==> config.mk <==
export PLATFORM = sky130hd
export DESIGN_NAME = day12_byte_packer
export DESIGN_NICKNAME = d
export VERILOG_FILES = /design/src/rtl/day12_byte_packer.sv
export SDC_FILE = /design/constraint.sdc
export NUM_CORES = 1
export LEC_CHECK = 0
export CELL_PAD_IN_SITES_DETAIL_PLACEMENT = 0
export CELL_PAD_IN_SITES_GLOBAL_PLACEMENT = 2
export CORE_ASPECT_RATIO = 1.4
export CORE_MARGIN = 2
export CORE_UTILIZATION = 38
export DETAILED_ROUTE_END_ITERATION = 10
export GPL_TIMING_DRIVEN = 0
export MAX_ROUTING_LAYER = met4
export PLACE_DENSITY_LB_ADDON = 0.1
export SYNTH_ARGS = -nofsm -noshare
export SYNTH_HDL_FRONTEND = slang
export SYNTH_SLANG_ARGS = --single-unit
==> constraint.sdc <==
create_clock -name clk -period 3.1 [get_ports clk]
set_clock_uncertainty 0.2 [all_clocks]
set_input_delay 0.465 -clock clk [delete_from_list [all_inputs] [get_ports clk]]
set_output_delay 0.465 -clock clk [all_outputs]
set_load 0.05 [all_outputs]
==> src/rtl/day12_byte_packer.sv <==
// day12_byte_packer: packs a byte stream into little-endian 32-bit words, appends an end marker per frame, buffers in a FIFO
module day12_byte_packer #(
  parameter int          FIFO_DEPTH = 4,
  parameter logic [31:0] END_MARKER = 32'hFFFF_FFFF
) (
  input  logic        clk,
  input  logic        rst_n,
  input  logic        s_valid,
  input  logic [7:0]  s_data,
  input  logic        s_last,
  output logic        s_ready,
  output logic        m_valid,
  output logic [31:0] m_data,
  input  logic        m_ready,
  output logic [15:0] word_count,
  output logic        busy
);
  localparam int AW = $clog2(FIFO_DEPTH);
  typedef enum logic {S_FILL, S_END} state_t;
  state_t      r_state, w_state_nxt;
  logic [1:0]  r_lane;
  logic [31:0] r_word;
  logic [31:0] r_mem [FIFO_DEPTH];
  logic [AW-1:0] r_wr, r_rd;
  logic [AW:0] r_count;
  logic [15:0] r_wcnt;
  logic        w_full, w_accept, w_pop, w_push_data, w_push_mark, w_push;
  logic [31:0] w_word, w_din;
  assign w_full      = r_count == (AW+1)'(FIFO_DEPTH);
  assign w_accept    = s_valid && s_ready;
  assign w_pop       = m_valid && m_ready;
  assign w_push_data = w_accept && (r_lane == 2'd3 || s_last);
  // a pop in the same cycle frees the slot the marker needs
  assign w_push_mark = r_state == S_END && (!w_full || w_pop);
  assign w_push      = w_push_data || w_push_mark;
  assign w_word      = r_word | ({24'd0, s_data} << {r_lane, 3'd0});
  assign w_din       = w_push_mark ? END_MARKER : w_word;
  always_ff @(posedge clk or negedge rst_n)
    if (!rst_n) r_state <= S_FILL;
    else        r_state <= w_state_nxt;
  always_comb begin
    w_state_nxt = r_state;
    w_state_nxt = (r_state == S_FILL && w_accept && s_last) ? S_END :
                  (r_state == S_END && w_push_mark)          ? S_FILL : r_state;
  end
  always_comb begin
    s_ready    = r_state == S_FILL && !w_full;
    m_valid    = r_count != '0;
    m_data     = m_valid ? r_mem[r_rd] : '0;
    word_count = r_wcnt;
    busy       = r_state == S_END || r_lane != 2'd0 || m_valid;
  end
  always_ff @(posedge clk or negedge rst_n)
    if (!rst_n) begin
      r_lane  <= '0;
      r_word  <= '0;
      r_wr    <= '0;
      r_rd    <= '0;
      r_count <= '0;
      r_wcnt  <= '0;
    end else begin
      if (w_accept) begin
        r_lane <= w_push_data ? 2'd0 : r_lane + 2'd1;
        r_word <= w_push_data ? '0 : w_word;
      end
      if (w_push) r_wr <= r_wr + 1'b1;
      if (w_pop) begin
        r_rd   <= r_rd + 1'b1;
        r_wcnt <= r_wcnt + 16'd1;
      end
      r_count <= r_count + {{AW{1'b0}}, w_push} - {{AW{1'b0}}, w_pop};
    end
  always_ff @(posedge clk)
    if (w_push) r_mem[r_wr] <= w_din;
endmodule
==> reports/metrics.cfg <==
[worst_setup_path]
end_kind = primary output
critPathBufInv = 2
path_class = reg2out
critPathRequiredTime_ns = 2.43
critPathMaxStageDelay_ns = 0.57
critPathSlowestCell = or3_1
cp_cell_sequence = or3_1 -> clkbuf_2 -> nand3b_1 -> dlygate4sd2_1
critPathArrivalTime_ns = 2.33
critPathMaxFanout = 10
cp-start-kind = flop
path_delay_family = simple AND/OR/NAND/NOR gates

[synthesis]
synthFlopType = edfxtp_1
syn_area_um2 = 7670
synthesis.instances = 471
synthSimpleGateAreaFrac_pct = 8.97
synth_edf_count = 128
synth-xor-area-share_pct = 2.40
async_flop_share_pct = 31.2
synth_top_family_by_area = multiplexers
synthAdderAreaFrac_pct = 1.57
synth.area.mux_share_pct = 9.68
avgSynthCellArea_um2 = 16.3
synth_compound_area_share_pct = 6.13
synth_seq_cells = 186
yosys_warnings = 0
synth-seq-area-share_pct = 69.0
syn-num-nets = 493
yosys.cell_types.count = 39

[sta]
period_needed_ns = 3.00
tightest_slew_ns = 0.794
min_period_over_period_pct = 96.7
finalSetupViolCount = 0
drv_slew = 0
maxSlewHeadroom_pct = 47.1
grt_setup_unrepaired = false
max_freq_ghz = 0.334
whs_ns = 0.280
hold_viol = 0

[cells_and_area]
area_growth_pct = 20.3
final_common_cell = edfxtp_1
multi_input_area_um2 = 2240
nFillCells = 1769
drive_above_1_share_pct = 16.8
final_cell_mix = 128 x edfxtp_1, 58 x dfrtp_1, 39 x nor2_1
finalNetCount = 572
final-seq-area_um2 = 5300
n_antenna_cell = 0

[clock_tree]
cts_tree = built
cts_buffers = 17
htreeDepth = 4
clk_path_buf_depth = 2
cts.clk_slew.worst_paths_ns = 0.06
cts_root_buf = clkbuf_16
clk-insertion-delay-late_ns = 0.43
cts_setup_buffers = 0
cts_sinks = 186

[floorplanning]
row_count = 61
core_um2 = 19800
die_x_um = 124
io_pins = 64
dieArea_um2 = 21400
die_h_um = 172
initial_core_util_pct = 38.7

[job]
cap_violations = 0

[outcome]
outcome = completed

[drt]
first_iter_violations = 181
via_count = 4162
wire_per_inst_um = 19.9
dr.pass1.iters = 4
drc = 0
viasPerCell = 5.12
antenna_left = 0
routed_wl_um = 16200

[global_routing]
gr-total-overflow = 0
grt_pass1_vias = 4452
grt_max_degree = 59
grt_util_all_layers_pct = 17.0
grt_pass1_wl_um = 25500
antenna_found_initial = 0

[pwr]
p_per_area_nw_per_um2 = 1140
power.leakage_nw = 3.58
total_power_mw = 10.5
ir_worst_vdd_uv = 587

[place]
port-buffer-count = 55
gp_congestion = 0.753
dp_hpwl_um = 11000

[worst_hold_path]
hold_class = reg2reg

[final cells by class]
| class | count | share of cell area [%] |
|---|---|---|
| flip-flops and latches | 186 | 57.3 |
| well taps | 252 | 3.41 |
| inverters | 8 | 0.325 |
| plain buffers | 28 | 1.95 |
| repair buffers | 60 | 6.60 |
| clock inverters | 13 | 1.57 |
| clock buffers | 17 | 4.61 |
| multi-input cells | 249 | 24.2 |
[routing by layer]
metal / GRT usage (%) / vias to the layer above / part of all wire (%)
li1: - / 1929 / -
met1: 20.2 / 2150 / 42
met2: 28.9 / 69 / 54
met3: 3.66 / 14 / 2.6
met4: 5.03 / 0 / 1.3
met5: - / - / 0
[registers in the layout, indices dropped and copies added (netlist names)]
register / flops
r_count: 3
r_lane: 2
r_mem: 128
r_rd: 2
r_state: 1
r_word: 32
r_wr: 2
word_count: 16
[cells in the mapped netlist (all sizes together), types with 2 or more instances]
cell,count,area (µm²)
and2,32,200
nor2b,4,25.0
nand3,5,25.0
nand2,12,45.0
edfxtp,128,3840
mux4,32,721
a21oi,32,160
and3,4,25.0
xnor2,15,131
nor2,40,166
ha,8,100
inv,8,30.0
buf,17,103
nand4,6,37.5
clkbuf,11,41.3
xor2,6,52.6
nor4,4,76.3
mux2,2,22.5
a211o,32,280
dfrtp,58,1450
nor3,4,31.3
[power by group]
part / internal [mW] / switching (mW)
clock network: 1.19 / 0.937
registers: 3.58 / 0.280
logic: 1.62 / 2.91
total: 6.39 / 4.13
[kinds of logic after synthesis]
group / after synthesis
flops: 186
simple gates: 117
fa+ha+maj: 9
compound gates: 68
mux: 34
buf+inv: 36
xor+xnor: 21
[path summary, 6_finish.rpt]
path                                                 start                          to  slack (ns)  cells after the start
worst max-delay path                  r_count[0]$_DFF_PN0_                        busy        0.10                      4
worst max register to register        r_count[0]$_DFF_PN0_        r_count[2]$_DFF_PN0_        0.49                      8
min in group asynchronous                            rst_n      r_word[26]$_DFFE_PN0N_        0.44                      2
max in group asynchronous                            rst_n        r_count[0]$_DFF_PN0_        1.72                      2
worst min register to register  word_count[15]$_DFFE_PN0P_  word_count[15]$_DFFE_PN0P_        0.28                      1
worst min-delay path            word_count[15]$_DFFE_PN0P_  word_count[15]$_DFFE_PN0P_        0.28                      1
[worst reg2reg max path: cells and delay by family (launching register included)]
| kind | cells | cell delay (ns) |
|---|---|---|
| XOR/XNOR | 2 | 0.25 |
| flip-flops | 1 | 0.45 |
| AND/OR/NAND/NOR | 2 | 0.69 |
| adder cells (fa/ha/maj) | 2 | 0.58 |
| AO/OA/AOI/OAI | 1 | 0.20 |
| buffers and inverters | 1 | 0.15 |
[per-stage QoR]
step / std cells / setup TNS, ns / area (µm²) / util, % / worst slack (ns)
after floorplan: 471 / -14.11 / 7670 / - / -0.110
after global placement: 778 / -332.38 / 8540 / 43.0 / -2.28
after detailed placement: 782 / -4.47 / 8650 / 43.6 / -0.153
after CTS: 813 / -0.000544 / 9220 / 46.5 / -0.000471
after global routing: 813 / 0 / 9240 / 46.5 / 0.000157
final: 813 / 0 / 9240 / 46.5 / 0.104
[what timing repair did]
action	4_1_cts	5_1_grt
setup endpoints to repair	33	24
hold endpoints to repair	58	0
resized for setup	46	9
hold buffers	1	0
No activity file was read; power rests on OpenSTA's default activity.
